## config.mk

```make
export PLATFORM = sky130hd
export DESIGN_NAME = seq_gen
export DESIGN_NICKNAME = d
export VERILOG_FILES = /design/src/rtl/seq_gen.sv
export SDC_FILE = /design/constraint.sdc
export NUM_CORES = 1
export LEC_CHECK = 0
export ABC_CLOCK_PERIOD_IN_PS = 4900
export BUFFER_PORTS_ARGS = -buffer_cell sky130_fd_sc_hd__buf_2
export CAP_MARGIN = 40
export CORE_MARGIN = 3
export CORE_UTILIZATION = 45
export CTS_CLUSTER_DIAMETER = 100
export DETAILED_ROUTE_END_ITERATION = 12
export PLACE_DENSITY_LB_ADDON = 0.05
export SLEW_MARGIN = 20
export SYNTH_ARGS = -nofsm -noshare
export SYNTH_HDL_FRONTEND = slang
export SYNTH_SLANG_ARGS = --single-unit
```

## constraint.sdc

```tcl
create_clock -name clk -period 4.9 [get_ports clk]
set_clock_uncertainty 0.2 [all_clocks]
set_input_delay 0.98 -clock clk [delete_from_list [all_inputs] [get_ports clk]]
set_output_delay 0.98 -clock clk [all_outputs]
set_load 0.1 [all_outputs]
```

## src/rtl/seq_gen.sv

```systemverilog
// rtl/seq_gen.sv - serial pattern transmitter with golden "101"/"110" detector model
// Shifts a W-bit word out MSB-first, then forces GAP idle cycles before the next accept.
module seq_gen #(
  parameter int W   = 8,
  parameter int GAP = 2,
  parameter int CW  = 4
) (
  input  logic          clk,
  input  logic          rst_n,
  input  logic          load_valid,
  output logic          load_ready,
  input  logic [W-1:0]  load_data,
  output logic          out,
  output logic          out_valid,
  output logic          busy,
  output logic          done,
  output logic          exp_hit,
  output logic [CW-1:0] exp_count
);

  localparam int CNTW = $clog2(W + 1);
  localparam int GW   = (GAP > 1) ? $clog2(GAP) : 1;
  localparam logic [CNTW-1:0] BIT_LAST = CNTW'(W - 1);
  localparam logic [GW-1:0]   GAP_LAST = GW'((GAP > 0) ? GAP - 1 : 0);

  localparam logic [1:0] ST_IDLE  = 2'd0;
  localparam logic [1:0] ST_SHIFT = 2'd1;
  localparam logic [1:0] ST_GAP   = 2'd2;

  localparam logic [1:0] M_S0  = 2'd0;
  localparam logic [1:0] M_S1  = 2'd1;
  localparam logic [1:0] M_S10 = 2'd2;
  localparam logic [1:0] M_S11 = 2'd3;

  logic [1:0]      state_q, state_d;
  logic [W-1:0]    shreg_q, shreg_d;
  logic [CNTW-1:0] bit_cnt_q, bit_cnt_d;
  logic [GW-1:0]   gap_cnt_q, gap_cnt_d;
  logic            out_q, out_d;
  logic            out_valid_q, out_valid_d;
  logic            done_q, done_d;
  logic [1:0]      model_q, model_d;
  logic [CW-1:0]   exp_count_q, exp_count_d;

  assign exp_hit = ((model_q == M_S10) && out_q) || ((model_q == M_S11) && !out_q);

  always_comb begin
    state_d     = state_q;
    shreg_d     = shreg_q;
    bit_cnt_d   = bit_cnt_q;
    gap_cnt_d   = gap_cnt_q;
    out_d       = out_q;
    out_valid_d = out_valid_q;
    done_d      = 1'b0;
    exp_count_d = exp_count_q;

    case (state_q)
      ST_IDLE: begin
        out_d       = 1'b0;
        out_valid_d = 1'b0;
        if (load_valid) begin
          state_d     = ST_SHIFT;
          out_d       = load_data[W-1];
          out_valid_d = 1'b1;
          shreg_d     = {load_data[W-2:0], 1'b0};
          bit_cnt_d   = '0;
          exp_count_d = '0;
        end
      end
      ST_SHIFT: begin
        if (bit_cnt_q == BIT_LAST) begin
          out_d       = 1'b0;
          out_valid_d = 1'b0;
          done_d      = 1'b1;
          gap_cnt_d   = '0;
          state_d     = (GAP > 0) ? ST_GAP : ST_IDLE;
        end else begin
          out_d     = shreg_q[W-1];
          shreg_d   = {shreg_q[W-2:0], 1'b0};
          bit_cnt_d = bit_cnt_q + 1'b1;
        end
      end
      ST_GAP: begin
        if (gap_cnt_q == GAP_LAST) begin
          state_d = ST_IDLE;
        end else begin
          gap_cnt_d = gap_cnt_q + 1'b1;
        end
      end
      default: state_d = ST_IDLE;
    endcase

    // Only hits on frame bits are counted; idle/gap hits still move the model.
    if ((state_q == ST_SHIFT) && exp_hit && (exp_count_q != {CW{1'b1}})) begin
      exp_count_d = exp_count_q + 1'b1;
    end
  end

  always_comb begin
    model_d = M_S0;
    case (model_q)
      M_S0:    model_d = out_q ? M_S1  : M_S0;
      M_S1:    model_d = out_q ? M_S11 : M_S10;
      M_S10:   model_d = out_q ? M_S1  : M_S0;
      M_S11:   model_d = out_q ? M_S11 : M_S0;
      default: model_d = M_S0;
    endcase
  end

  always_ff @(posedge clk) begin
    if (!rst_n) begin
      state_q     <= ST_IDLE;
      shreg_q     <= '0;
      bit_cnt_q   <= '0;
      gap_cnt_q   <= '0;
      out_q       <= 1'b0;
      out_valid_q <= 1'b0;
      done_q      <= 1'b0;
      model_q     <= M_S0;
      exp_count_q <= '0;
    end else begin
      state_q     <= state_d;
      shreg_q     <= shreg_d;
      bit_cnt_q   <= bit_cnt_d;
      gap_cnt_q   <= gap_cnt_d;
      out_q       <= out_d;
      out_valid_q <= out_valid_d;
      done_q      <= done_d;
      model_q     <= model_d;
      exp_count_q <= exp_count_d;
    end
  end

  assign load_ready = (state_q == ST_IDLE);
  assign busy       = (state_q != ST_IDLE);
  assign out        = out_q;
  assign out_valid  = out_valid_q;
  assign done       = done_q;
  assign exp_count  = exp_count_q;

endmodule

```

==> flow_metrics.py <==
metrics = {
    "run_status": {
        "run_status": "finished clean",
    },
    "grt": {
        "antenna_found_initial": 0,
        "grt_usage_pct": 14.9,
        "grt_pass1_vias": 869,
        "grt-ovfl-total": 0,
        "grt_max_degree": 14,
        "grt_pass1_wl_um": 3800,
    },
    "sta": {
        "tns_ps": 0,
        "finalHoldViolations": 0,
        "max_freq_mhz": 367,
        "period_needed_ps": 2720,
        "setup_violations": 0,
        "slew_headroom_pct": 64.6,
        "worst_pin_slew_ps": 529,
        "fin_crit_sh_pct": 55.6,
        "worst_slack_ps": 2180,
        "finalMaxSlewViolations": 0,
        "rsz0062_at_grt": "false",
    },
    "die": {
        "die_area_um2": 3090,
        "die_h_um": 55.6,
        "die_w_um": 55.6,
        "core.rowCount": 17,
        "io_pins": 21,
        "core_um2": 2280,
        "start_util_pct": 48.5,
    },
    "clock_tree": {
        "cts_buffers": 3,
        "cts_setup_buffers": 0,
        "clock_latency_ps": 310,
        "clk_pin_slew_worst_paths_ps": 130,
        "clockBufferDepth": 2,
        "hold_buffers": 0,
        "cts_resized": 0,
        "cts_tree": "done",
        "root_buffer": "clkbuf_4",
        "clkSinkCount": 23,
        "htreeDepth": 1,
    },
    "layout": {
        "diodes": 0,
        "fin_util_pct": 54.2,
        "drive_above_1_share_pct": 18.4,
        "area_growth_pct": 11.6,
        "nNetsFinal": 155,
    },
    "critical_path": {
        "start_kind": "flop",
        "cp_top_family": "buffers and inverters",
        "cp-end-kind": "output port",
        "cp_slowest_cell": "buf_2",
        "critPathArrivalTime_ps": 1540,
        "critPathRequiredTime_ps": 3720,
        "max_stage_delay_ps": 410,
        "path_buf_inv": 1,
        "path_class": "reg2out",
        "critical_path.cell_chain": "xor2_1 > and2_1 > buf_2",
        "cp_max_fo": 5,
    },
    "detailed_routing": {
        "dr_total_vias": 938,
        "drt_wl_total_um": 2230,
        "wl_met3_um": 87,
        "ant_nets": 0,
        "drtIter0Drc": 8,
        "wl_per_cell_um": 13.2,
        "first_pass_iters": 4,
        "wl_met2_um": 1060,
        "viasPerCell": 5.55,
        "top_layer": "met4",
        "wl_met1_um": 1060,
        "drc": 0,
    },
    "place": {
        "place_congestion": 0.800,
        "dp_worst_setup_slack_ps": 2530,
        "dp_hpwl_um": 1630,
        "numPortBuffers": 20,
    },
    "yosys": {
        "synth_ff_type": "dfxtp_1",
        "synth-seq-cells": 23,
        "synth_warnings": 0,
        "synth.yosys.seq_area_share_pct": 41.7,
        "synth_top_cell_by_area": "dfxtp_1",
        "synth_top_area_share_pct": 41.7,
        "synth_area_um2": 1100,
        "ys_types": 38,
        "post-synth-top-count-cell": "dfxtp_1",
        "syn-instance-count": 124,
        "synth_area_per_cell_um2": 8.91,
        "synthTopCellsByArea": "dfxtp_1, mux2i_1, a21oi_1",
        "async_flop_share_pct": 0,
        "synth_nets": 137,
        "synth_common_cells": "dfxtp_1, a21oi_1, nand3_1",
        "synth-edff-count": 0,
    },
    "power": {
        "power_density_nw_per_um2": 273,
        "power.leakage_nw": 0.539,
        "max-vdd-ir-drop_v": 0.000229,
    },
    "flow_run": {
        "max_cap_viol_count": 0,
    },
    "worst_hold_path": {
        "min_path_type": "reg2reg",
    },
}
[worst min-delay path, stage by stage (launching register included)]
cell and delay (ps):
dfxtp_1 340, nand2_1 60, a21oi_1 30
[cells by family after synthesis]
group                      synth area share, %
muxes                                     7.25
and+or+nand+nor                           22.8
DFF                                       41.7
adders and majority gates                 2.26
AOI/OAI and AO/OA                         19.3
xor gates and xnor gates                  1.59
buffers and inverters                     5.21
[report_power, final]
group	internal [mW]	switching, mW	total (mW)
clock	0.0304	0.0548	0.0853
combinational	0.0154	0.0357	0.0511
sequential	0.195	0.00585	0.200
[placed cells by master (no fill, tap or decap), types with 4 or more instances in the layout]
cell type / instances
buf_2: 20
nand3_1: 10
nand2_1: 6
nor2_1: 4
a211oi_1: 6
a21oi_1: 13
dfxtp_1: 23
mux2i_1: 8
inv_1: 6
[final timing paths]
kind	to	depth (start not counted)	startpoint	slack (ps)
max	exp_hit	3	out$_SDFFE_PN0P_	2180
min	model_q[1]$_SDFF_PN0_	2	model_q[0]$_SDFF_PN0_	260
max reg2reg	bit_cnt_q[0]$_SDFFE_PN0P_	3	state_q[0]$_SDFFE_PN0P_	3100
min reg2reg	model_q[1]$_SDFF_PN0_	2	model_q[0]$_SDFF_PN0_	260
[flip-flops by register name, indices dropped and copies added, names as in the netlist]
name,count
exp_count,4
model_q,2
out,1
bit_cnt_q,4
out_valid,1
state_q,2
gap_cnt_q,1
shreg_q,7
done,1
[metrics by stage]
stage | power [mW] | hold WS, ps | cell area [um2] | instances
floorplan | 0.244 | 213 | 1100 | 124
global placement | 0.255 | 232 | 1200 | 165
detailed placement | 0.256 | 241 | 1200 | 165
CTS | 0.342 | 259 | 1230 | 169
global route | 0.357 | 283 | 1230 | 169
finish | 0.337 | 258 | 1230 | 169
[cell type report]
cell class | count | area, um2
multi-input cells | 88 | 587
clock inverters | 1 | 5.00
inverters | 6 | 22.5
fillers | 220 | 1040
clock buffers | 3 | 22.5
flip-flops and latches | 23 | 460
well taps | 28 | 35.0
repair buffers | 20 | 100
[routing by layer]
metal  vias up  global-route usage (%)
met5         -                       0
met4         0                    3.82
met3         2                    4.44
met2        15                    25.8
met1       433                    17.9
li1        488                       -
(Power assumes the default switching activity.)
